**config.mk**
```make
export PLATFORM = sky130hd
export DESIGN_NAME = vga_timing_gen
export DESIGN_NICKNAME = d
export VERILOG_FILES = /design/src/rtl/vga_timing_gen.sv
export SDC_FILE = /design/constraint.sdc
export NUM_CORES = 1
export LEC_CHECK = 0
export CORE_UTILIZATION = 40
export DETAILED_ROUTE_END_ITERATION = 6
export PLACE_DENSITY = 0.79
export SLEW_MARGIN = 30
export SYNTH_ARGS = -nofsm -noshare
export SYNTH_HDL_FRONTEND = slang
export SYNTH_SLANG_ARGS = --single-unit
```
**constraint.sdc**
```tcl
create_clock -name CLK -period 5 [get_ports CLK]
set_input_delay 0.75 -clock CLK [delete_from_list [all_inputs] [get_ports CLK]]
set_output_delay 0.75 -clock CLK [all_outputs]
set_load 0.05 [all_outputs]
```
**src/rtl/vga_timing_gen.sv**
```systemverilog
// vga_timing_gen: VGA raster timing generator with one-clock pixel request and registered RGB output.
// Ports: CLK pixel clock; RST_N async active-low reset; ENABLE runs (1) or freezes (0) the raster;
//        R_IN/G_IN/B_IN pixel data sampled while VGA_REQ is high; VGA_H_CNT/VGA_V_CNT raster position;
//        VGA_HS/VGA_VS active-low syncs; VGA_BLANK_N active video; VGA_REQ pixel request one clock
//        ahead of active video; VGA_R/G/B registered pixels; FRAME_START one-clock pulse on wrap to (0,0).
// Build option: define VGA_TEST_PATTERN_EN to replace the RGB inputs with eight vertical colour bars.
module vga_timing_gen #(
    parameter int H_SYNC  = 96,
    parameter int H_BACK  = 48,
    parameter int H_ACT   = 640,
    parameter int H_FRONT = 16,
    parameter int V_SYNC  = 2,
    parameter int V_BACK  = 33,
    parameter int V_ACT   = 480,
    parameter int V_FRONT = 10
) (
    input  logic        CLK,
    input  logic        RST_N,
    input  logic        ENABLE,
    input  logic [7:0]  R_IN,
    input  logic [7:0]  G_IN,
    input  logic [7:0]  B_IN,
    output logic [12:0] VGA_H_CNT,
    output logic [12:0] VGA_V_CNT,
    output logic        VGA_HS,
    output logic        VGA_VS,
    output logic        VGA_BLANK_N,
    output logic        VGA_REQ,
    output logic [7:0]  VGA_R,
    output logic [7:0]  VGA_G,
    output logic [7:0]  VGA_B,
    output logic        FRAME_START
);
    localparam logic [12:0] H_TOTAL = 13'(H_SYNC + H_BACK + H_ACT + H_FRONT);
    localparam logic [12:0] V_TOTAL = 13'(V_SYNC + V_BACK + V_ACT + V_FRONT);
    localparam logic [12:0] X_START = 13'(H_SYNC + H_BACK);
    localparam logic [12:0] X_END   = 13'(H_SYNC + H_BACK + H_ACT);
    localparam logic [12:0] Y_START = 13'(V_SYNC + V_BACK);
    localparam logic [12:0] Y_END   = 13'(V_SYNC + V_BACK + V_ACT);
    localparam logic [12:0] HS_END  = 13'(H_SYNC);
    localparam logic [12:0] VS_END  = 13'(V_SYNC);

    logic        h_wrap;
    logic        v_wrap;
    logic [12:0] h_nxt;
    logic [12:0] v_nxt;
    logic        v_act_nxt;
    logic [7:0]  r_pix;
    logic [7:0]  g_pix;
    logic [7:0]  b_pix;

    // Every registered output is derived from the next count so it lines up with the counter it accompanies.
    always_comb begin
        h_wrap    = VGA_H_CNT == H_TOTAL - 13'd1;
        v_wrap    = VGA_V_CNT == V_TOTAL - 13'd1;
        h_nxt     = h_wrap ? '0 : VGA_H_CNT + 13'd1;
        v_nxt     = h_wrap ? (v_wrap ? '0 : VGA_V_CNT + 13'd1) : VGA_V_CNT;
        v_act_nxt = v_nxt >= Y_START && v_nxt < Y_END;
    end

`ifdef VGA_TEST_PATTERN_EN
    localparam logic [12:0] BAR_W = 13'(H_ACT / 8);
    logic [2:0] bar;
    wire unused_rgb_in = ^{R_IN, G_IN, B_IN};
    // Pixel requested now is shown at H_CNT+1, so the bar index is taken relative to X_START-1.
    // Bars 0..7 are white, yellow, cyan, green, magenta, red, blue, black.
    always_comb begin
        bar   = 3'((VGA_H_CNT - (X_START - 13'd1)) / BAR_W);
        r_pix = {8{~bar[1]}};
        g_pix = {8{~bar[2]}};
        b_pix = {8{~bar[0]}};
    end
`else
    assign r_pix = R_IN;
    assign g_pix = G_IN;
    assign b_pix = B_IN;
`endif

    always_ff @(posedge CLK or negedge RST_N) begin
        if (!RST_N) begin
            VGA_H_CNT   <= '0;
            VGA_V_CNT   <= '0;
            VGA_HS      <= 1'b0;
            VGA_VS      <= 1'b0;
            VGA_BLANK_N <= 1'b0;
            VGA_REQ     <= 1'b0;
            VGA_R       <= '0;
            VGA_G       <= '0;
            VGA_B       <= '0;
            FRAME_START <= 1'b0;
        end else if (ENABLE) begin
            VGA_H_CNT   <= h_nxt;
            VGA_V_CNT   <= v_nxt;
            VGA_HS      <= h_nxt >= HS_END;
            VGA_VS      <= v_nxt >= VS_END;
            VGA_BLANK_N <= h_nxt >= X_START && h_nxt < X_END && v_act_nxt;
            VGA_REQ     <= h_nxt >= X_START - 13'd1 && h_nxt < X_END - 13'd1 && v_act_nxt;
            VGA_R       <= VGA_REQ ? r_pix : '0;
            VGA_G       <= VGA_REQ ? g_pix : '0;
            VGA_B       <= VGA_REQ ? b_pix : '0;
            FRAME_START <= h_wrap && v_wrap;
        end else begin
            VGA_BLANK_N <= 1'b0;
            VGA_REQ     <= 1'b0;
            VGA_R       <= '0;
            VGA_G       <= '0;
            VGA_B       <= '0;
            FRAME_START <= 1'b0;
        end
    end
endmodule
```
==> results of run 1 <==
## worst max-delay path, delay by kind of cell, from the launching register on
family,cells,cell delay (ps)
flip-flops,1,490
adder cells (fa/ha/maj),1,400
AND/OR/NAND/NOR,4,1840
AO/OA/AOI/OAI,2,710
## registers in the layout, summed over array words and instances (netlist names), 8 cells and up
register / count
VGA_H_CNT: 13
VGA_G: 8
VGA_V_CNT: 13
VGA_B: 8
VGA_R: 8
## power by group
part	total, mW	switching [mW]	internal [mW]
clock	0.234	0.136	0.0987
sequential	0.535	0.0656	0.469
combinational	0.319	0.198	0.121
total	1.09	0.399	0.689
## final cells by class
cell class,instances,area (sq um)
clock inverters,1,5.00
inverters,7,26.3
fillers,669,3380
well taps,99,124
clock buffers,7,76.3
repair buffers,83,821
flip-flops and latches,55,1380
multi-input cells,249,1560
## kinds of logic (layout without fill, tap and decap cells)
family | count (synthesis) | count (layout) | synth area share, %
compound gates | 93 | 93 | 19.7
xor+xnor | 7 | 7 | 1.98
fa+ha+maj | 4 | 4 | 1.62
buf+inv | 36 | 98 | 5.10
flops | 55 | 55 | 44.5
mux | 4 | 4 | 1.33
simple gates | 141 | 141 | 25.8
## Yosys cell counts (4+ instances only)
master and n:
buf_2 6, o21ai_0 26, dfrtp_1 55, nand2_1 27
o31ai_1 8, o41ai_1 5, nand3_1 17, inv_1 6
and4_1 4, a31oi_1 7, a21oi_1 16, and3_1 28
xnor2_1 4, o22ai_1 4, ha_1 4, nor3_1 6
and2_1 6, clkbuf_1 20, nor2_1 25, nand4_1 6
## through the flow
stage                     std cells  hold WS [ps]
after floorplan                 340           454
after global placement          493           524
after detailed placement        493           530
after CTS                       501           544
after global routing            501           582
final                           501           541
## layer usage
layer / routed length, um / share of wire, % / vias to the layer above / GRT usage [%]
met2: 3480 / 45 / 161 / 28.7
met4: 78 / 1.0 / 0 / 7.26
li1: - / - / 1375 / -
met3: 644 / 8.3 / 8 / 4.57
met1: 3570 / 46 / 1397 / 28.4
met5: 0 / 0 / - / 0
## worst max-delay path by stage
stage | start | end | slack, ps | depth (start not counted)
floorplan | VGA_H_CNT[1]$_DFFE_PN0P_ | VGA_BLANK_N$_DFF_PN0_ | 2140 | 9
global placement | VGA_H_CNT[1]$_DFFE_PN0P_ | VGA_BLANK_N$_DFF_PN0_ | 1830 | 7
global route | VGA_H_CNT[1]$_DFFE_PN0P_ | VGA_BLANK_N$_DFF_PN0_ | 1240 | 7
detailed placement | VGA_H_CNT[1]$_DFFE_PN0P_ | VGA_BLANK_N$_DFF_PN0_ | 1510 | 7
CTS | VGA_H_CNT[1]$_DFFE_PN0P_ | VGA_BLANK_N$_DFF_PN0_ | 1470 | 7
finish | VGA_H_CNT[1]$_DFFE_PN0P_ | VGA_BLANK_N$_DFF_PN0_ | 1400 | 7
==> metrics.txt, run 1 <==
largest net degree at the start of global routing 56; placed instance area 0.00391 sq mm; Top FF cell, synth dfrtp_1; most common cell after layout, fill and taps aside clkdlybuf4s50_1; post-synthesis cell area 0.00309 sq mm; share of post-route cells with drive strength above 1 4.23%; Hold Buf Count CTS 0; Die W 89.9 um; cell leakage power 1.65 nW; cell taking the most area after synthesis dfrtp_1; most frequent CP cell and4_1; Cells after Synth 340; worst-path maximum fanout 15; hold path endpoint VGA_H_CNT[11]$_DFFE_PN0P_; DRT Wirelength 7770 um; CTS tree done; 1st-pass router iterations 5; fin crit share 72.1%; PortBufs 81; syn avg cell area 9.10 sq um; pre-CTS WS 1510 ps; Clock Path Buffers 2; fmax 277 MHz; FF-to-FF setup slack 1400 ps; worst hold start VGA_H_CNT[11]$_DFFE_PN0P_; fin nets 432; design area 0.00399 sq mm; drt wl/cell 15.5 um; CP Class reg -> reg; Die Y 89.9 um; total chip power 1.09 mW; post-detail-place hpwl 5350 um; row cnt 31; final setup skew 11.2 ps; Hold Crit Depth 1; startpoint type of the worst setup path flip-flop; worst endpoint data arrival time 3740 ps; # resized after CTS 0; Ys Warns 0; Num CTS Buffers 5; Synth async-reset ratio 100%; PwrDens 273 mW/mm^2; Core Region 0.00737 sq mm; max_cap viols 0; setup violators final 0; sequential area share after synthesis 44.5%; critical path data required time 5140 ps; synthesized flop and latch total 55; Setup TNS Final 0 ps; Total GRT Usage 19.7%; antenna violations before repair 0; status finished, final reports clean; clock sink total 55; worst skew pair latency 310 ps; final core occ 54.1%; grt ovf 0; reg-to-reg startpoint VGA_H_CNT[1]$_DFFE_PN0P_; slack of the critical path 1400 ps; H-tree levels 2; Clk pin slew, worst setup/hold paths 90 ps; I/O Pins 82; Final Critical Period 3600 ps; Vias 2,941; max_slew headroom 55.4%; r2r endpoint VGA_BLANK_N$_DFF_PN0_; library cells used by synthesis 55; vias in the first global route 2,673; slew of the pin with the lowest slew margin 668 ps; fin. max-slew vios 0; cells on worst reg2reg path 7; CP max stage delay 610 ps; CP max-delay cell and4_1; Post-CTS Setup Repair Bufs 0; vias per cell 5.87; Initial Utilization 42.0%; worst hold path type reg -> reg; top cells by area, synth dfrtp_1, and3_1, o21ai_0, nand2_1, nor2_1; number of synthesized flops with an enable pin 0; commonest cells after routing, fill and taps aside clkdlybuf4s50_1, dfrtp_1, and3_1; worst vdd ir 182 uV; crit end category flip-flop; global placer's final weighted congestion 0.874; Syn Nets 371; RSZ-0062 raised after global routing no; Residual DRC 0; clk root buf clkbuf_8; ant diodes 0; Final Hold Violating Endpoints 0; first-pass GRT wire length 13,000 um; DRT iter0 DRCs 270; post-synth top area share 44.5%; crit path cell chain ha_1, and4_1, and4_1, nand4b_1, a21boi_1, or4_1, a2111oi_0; Total Die Area 0.00809 sq mm; Routed Antenna Nets 0; Area Growth Syn to Fin 28.9%
No activity file was read; power rests on OpenSTA's default activity.
==> run 2, diff against run 1 <==
==> constraint.sdc (replaced) <==
create_clock -name CLK -period 3.4 [get_ports CLK]
set_input_delay 0.51 -clock CLK [delete_from_list [all_inputs] [get_ports CLK]]
set_output_delay 0.51 -clock CLK [all_outputs]
set_load 0.05 [all_outputs]
==> run 2 against run 1 <==
Non-clock buffer count is 3 higher. Worst setup slack worse by 950 ps. First-iteration DRC count is 29% lower. Global-route usage grew 0.98 points. Fmax increased by 22%. Largest power group unchanged. Clock skew rose by 8.2 ps. Cell count grew 0.60%. Total power increased by 58%. Critical path depth did not move.
==> metrics.txt, run 2 (synthesis gave the netlist of run 1 again) <==
internal cell power 1.09 mW; worst path buffer plus inverter count 0; CP max-delay cell or4_1; fmax 339 MHz; first-pass GRT wire length 13,800 um; PwrDens 425 mW/mm^2; most common cell after layout, fill and taps aside clkdlybuf4s50_1; fin. max-slew vios 0; Sequential cell area 0.00138 sq mm; global placer's final weighted congestion 0.946; FF-to-FF setup slack 450 ps; Post-CTS Setup Repair Bufs 0; largest net degree at the start of global routing 49; I/O Pins 82; commonest cells after routing, fill and taps aside clkdlybuf4s50_1, dfrtp_1, and3_1; DRT Wirelength 7900 um; fin crit share 86.8%; Clock Path Buffers 2; final setup skew 19.4 ps; r2r endpoint VGA_REQ$_DFF_PN0_; clk root buf clkbuf_8; Final Critical Period 2950 ps; Routed Antenna Nets 0; fin nets 435; Worst Setup SP VGA_H_CNT[1]$_DFFE_PN0P_; slew of the pin with the lowest slew margin 587 ps; antenna violations before repair 0; worst hold path type in -> async; setup violators final 0; vias per cell 5.80; Final Hold Violating Endpoints 0; cells on worst reg2reg path 7; Total Die Area 0.00809 sq mm; Core Region 0.00737 sq mm; CTS tree done; max_cap viols 0; share of post-route cells with drive strength above 1 5.68%; final core occ 54.9%; status finished, final reports clean; Setup TNS Final 0 ps; Initial Utilization 42.0%; footprint of the multi-input gates 0.00156 sq mm; worst endpoint data arrival time 3130 ps; CP Depth 7; Largest regs VGA_H_CNT: 13 flops, VGA_V_CNT: 13 flops; cell leakage power 1.68 nW; NetSw 0.628 mW; grt ovf 0; worst-path maximum fanout 11; post-detail-place hpwl 5580 um; Total GRT Usage 20.6%; Vias 2,924; Clk pwr share 26.7%; Die W 89.9 um; Sw Ratio 36.5%; critical path data required time 3580 ps; CP Class reg -> reg; crit end category flip-flop; H-tree levels 2; max_slew headroom 60.8%; reg-to-reg startpoint VGA_H_CNT[1]$_DFFE_PN0P_; Num CTS Buffers 5; ant diodes 0; clock sink total 55; worst vdd ir 256 uV; CP Capture Point VGA_REQ$_DFF_PN0_; Filler cells 670; worst skew pair latency 330 ps; Area Growth Syn to Fin 30.8%; startpoint type of the worst setup path flip-flop; 1st-pass router iterations 7; RSZ-0062 raised after global routing no; Clk pin slew, worst setup/hold paths 120 ps; Residual DRC 0; Seq pwr share 45.7%; Die Y 89.9 um; row cnt 31; CP max stage delay 550 ps; DRT iter0 DRCs 191; power share of the combinational group 27.6%; Top delay family on crit path simple AND/OR/NAND/NOR gates; vias in the first global route 2,782; crit path cell chain ha_2, and4_1, nand4_4, o31ai_1, o211ai_1, or4_1, a2111oi_0; PortBufs 81; drt wl/cell 15.7 um
-- run 2: power by group through the flow --
stage / logic [mW] / clock network [mW] / registers (mW)
3_5_place_dp: 0.472 / 0 / 0.799
5_1_grt: 0.512 / 0.486 / 0.799
4_1_cts: 0.475 / 0.464 / 0.786
2_1_floorplan: 0.219 / 0 / 0.879
3_3_place_gp: 0.467 / 0 / 0.793
6_report: 0.475 / 0.459 / 0.787
-- run 2: worst min path at each step --
stage                                          from                   endpoint  slack (ps)  depth (start not counted)
final                                         RST_N  VGA_V_CNT[11]$_DFFE_PN0P_         170                          1
after global placement    VGA_H_CNT[11]$_DFFE_PN0P_  VGA_H_CNT[11]$_DFFE_PN0P_         520                          1
after floorplan                               RST_N      FRAME_START$_DFF_PN0_         210                          0
after CTS                                     RST_N  VGA_V_CNT[11]$_DFFE_PN0P_         200                          1
after detailed placement  VGA_H_CNT[11]$_DFFE_PN0P_  VGA_H_CNT[11]$_DFFE_PN0P_         540                          1
after global routing                          RST_N         VGA_G[6]$_DFF_PN0_         220                          1
-- run 2: metal layers --
layer	track usage (%)	wire length (um)	up-vias
li1	-	-	1388
met1	29.6	3700	1355
met2	31.3	3510	161
met3	3.98	543	20
met4	6.85	145	0
met5	0	0	-
-- run 2: cell type report --
type / count / area share, %
repair buffers: 86 / 20.8
clock buffers: 5 / 1.70
flip-flops and latches: 55 / 34.0
inverters: 7 / 0.649
well taps: 99 / 3.06
clock inverters: 3 / 1.14
multi-input cells: 249 / 38.6
-- run 2: through the flow --
step	power [mW]	hold slack, ps	std cells	setup slack (ps)	area [sq um]
floorplan	1.10	214	340	542	3090
global placement	1.26	519	496	586	3930
detailed placement	1.27	537	496	354	3930
CTS	1.73	195	504	334	4040
global route	1.80	223	504	89.9	4050
finish	1.72	171	504	448	4050
-- run 2: worst reg2reg max path, cell delays in order (launching register included) --
cell	delay (ps)
dfrtp_1	490
ha_2	350
and4_1	300
nand4_4	180
o31ai_1	290
o211ai_1	160
or4_1	550
a2111oi_0	490
-- run 2: timing repair --
action / in CTS / in global routing
resized for setup: 0 / 1
hold buffers: 0 / 0
endpoints found under the setup margin: 0 / 1
==> run 3, diff against run 2 <==
--- a/config.mk
+++ b/config.mk
@@ -5,10 +5,12 @@
 export SDC_FILE = /design/constraint.sdc
 export NUM_CORES = 1
 export LEC_CHECK = 0
-export CORE_UTILIZATION = 40
+export CAP_MARGIN = 15
+export CORE_UTILIZATION = 25
 export DETAILED_ROUTE_END_ITERATION = 6
-export PLACE_DENSITY = 0.79
+export PLACE_DENSITY = 0.58
 export SLEW_MARGIN = 30
 export SYNTH_ARGS = -nofsm -noshare
 export SYNTH_HDL_FRONTEND = slang
 export SYNTH_SLANG_ARGS = --single-unit
+export TNS_END_PERCENT = 100
==> run 3 against run 2 <==
Wire length up 10%. Total power grew 5.0%. Clock power grew 17%. Flip-flop and latch count unchanged. Hold slack improved by 26 ps. Sequential power is 0.8% lower. Register-to-register slack improved by 130 ps. Count of clock-buffer cells in the layout unchanged. Fmax grew 4.5%. Critical endpoint unchanged. Highest routed layer unchanged.
==> metrics.txt, run 3 (synthesis gave the netlist of run 1 again) <==
status finished, final reports clean; drt wl/cell 15.7 um; fin crit share 83.1%; Largest regs VGA_H_CNT: 13 flops, VGA_V_CNT: 13 flops; H-tree levels 2; Finished Layout Cells 554; most common cell after layout, fill and taps aside clkdlybuf4s50_1; fin. max-slew vios 0; Initial Utilization 25.7%; worst hold path type in -> async; RSZ-0062 raised after global routing no; internal cell power 1.16 mW; Num CTS Buffers 5; worst-path maximum fanout 13; setup violators final 0; Vias 2,911; post-detail-place hpwl 6150 um; startpoint type of the worst setup path flip-flop; Routed Antenna Nets 0; slew of the pin with the lowest slew margin 630 ps; vias in the first global route 2,808; Sw Ratio 36.1%; # resized after CTS 0; global placer's final weighted congestion 0.915; Post-CTS Setup Repair Bufs 0; DRT Wirelength 8700 um; Total Die Area 0.0128 sq mm; PwrDens 435 mW/mm^2; CP Class reg -> reg; Clock Path Buffers 2; WHS 197 ps; worst path buffer plus inverter count 0; 1st-pass router iterations 5; final setup skew 12.2 ps; total chip power 1.81 mW; share of post-route cells with drive strength above 1 5.90%; crit path cell chain nor4_4, and4_1, nand4b_1, a21boi_1, or4_1, a2111oi_0; pre-CTS WS 638 ps; Hold Buf Count CTS 0; cell leakage power 1.71 nW; clk root buf clkbuf_16; fin nets 437; ant diodes 0; worst endpoint data arrival time 3000 ps; Total GRT Usage 14.0%; design area 0.00416 sq mm; CTS tree done; vias per cell 5.25; CP max-delay cell dfrtp_1; clock sink total 55; worst vdd ir 198 uV; Clk pin slew, worst setup/hold paths 80 ps; antenna violations before repair 0; Clk pwr share 29.7%; placed instance area 0.00401 sq mm; max_cap viols 0; worst skew pair latency 300 ps; fmax 354 MHz; power share of the combinational group 27.1%; Die W 113 um; NetSw 0.653 mW; final core occ 34.6%; slack of the critical path 576 ps; DRT iter0 DRCs 286; Inst Count DP 546; Setup TNS Final 0 ps; Die Y 113 um; Area Growth Syn to Fin 34.4%; row cnt 40; Final Hold Violating Endpoints 0; commonest cells after routing, fill and taps aside clkdlybuf4s50_1, dfrtp_1, and3_1; grt ovf 0; Seq pwr share 43.2%; Residual DRC 0; crit end category flip-flop; Final Critical Period 2820 ps; PortBufs 81; CP max stage delay 550 ps; Core Region 0.0120 sq mm; I/O Pins 82; Top delay family on crit path simple AND/OR/NAND/NOR gates; largest net degree at the start of global routing 49; critical path data required time 3570 ps; max_slew headroom 57.5%; first-pass GRT wire length 14,400 um
==> run 3: cell type report <==
type                            instances  area (sq um)
Clock buffer                            5           125
Clock inverter                          3          25.0
Fill cell                            1262          7860
Inverter                                7          26.3
Multi-Input combinational cell        249          1560
Sequential cell                        55          1380
Tap cell                              147           184
Timing Repair Buffer                   88           861
==> run 3: layer usage <==
layer | global-route usage, % | vias up | part of all wire, %
li1 | - | 1395 | -
met3 | 3.43 | 15 | 6.8
met1 | 19.5 | 1394 | 48
met2 | 21.5 | 107 | 44
met5 | 0 | - | 0
met4 | 4.21 | 0 | 1.7
==> run 3: worst reg2reg max path: stages, from the launching register on <==
cell and delay (ps):
dfrtp_1 550, nor4_4 390, and4_1 470, nand4b_1 120, a21boi_1 170, or4_1 560, a2111oi_0 430
==> run 3: worst paths after layout <==
check                                         startpoint  depth (start not counted)                        to  slack (ps)
max in group asynchronous                          RST_N                          2  VGA_V_CNT[7]$_DFFE_PN0P_        2600
min in group CLK                      VGA_HS$_DFFE_PN0P_                          2        VGA_HS$_DFFE_PN0P_         530
worst min-delay path                               RST_N                          1  VGA_H_CNT[4]$_DFFE_PN0P_         200
worst min register to register        VGA_HS$_DFFE_PN0P_                          2        VGA_HS$_DFFE_PN0P_         530
worst max-delay path            VGA_H_CNT[7]$_DFFE_PN0P_                          6         VGA_REQ$_DFF_PN0_         580
worst max register to register  VGA_H_CNT[7]$_DFFE_PN0P_                          6         VGA_REQ$_DFF_PN0_         580
==> run 3: power by group through the flow <==
| stage | registers, mW | clock network [mW] | logic (mW) |
|---|---|---|---|
| 5_1_grt | 0.791 | 0.589 | 0.530 |
| 3_5_place_dp | 0.792 | 0 | 0.491 |
| 4_1_cts | 0.780 | 0.563 | 0.493 |
| 3_3_place_gp | 0.789 | 0 | 0.491 |
| 6_report | 0.781 | 0.537 | 0.490 |
| 2_1_floorplan | 0.879 | 0 | 0.219 |
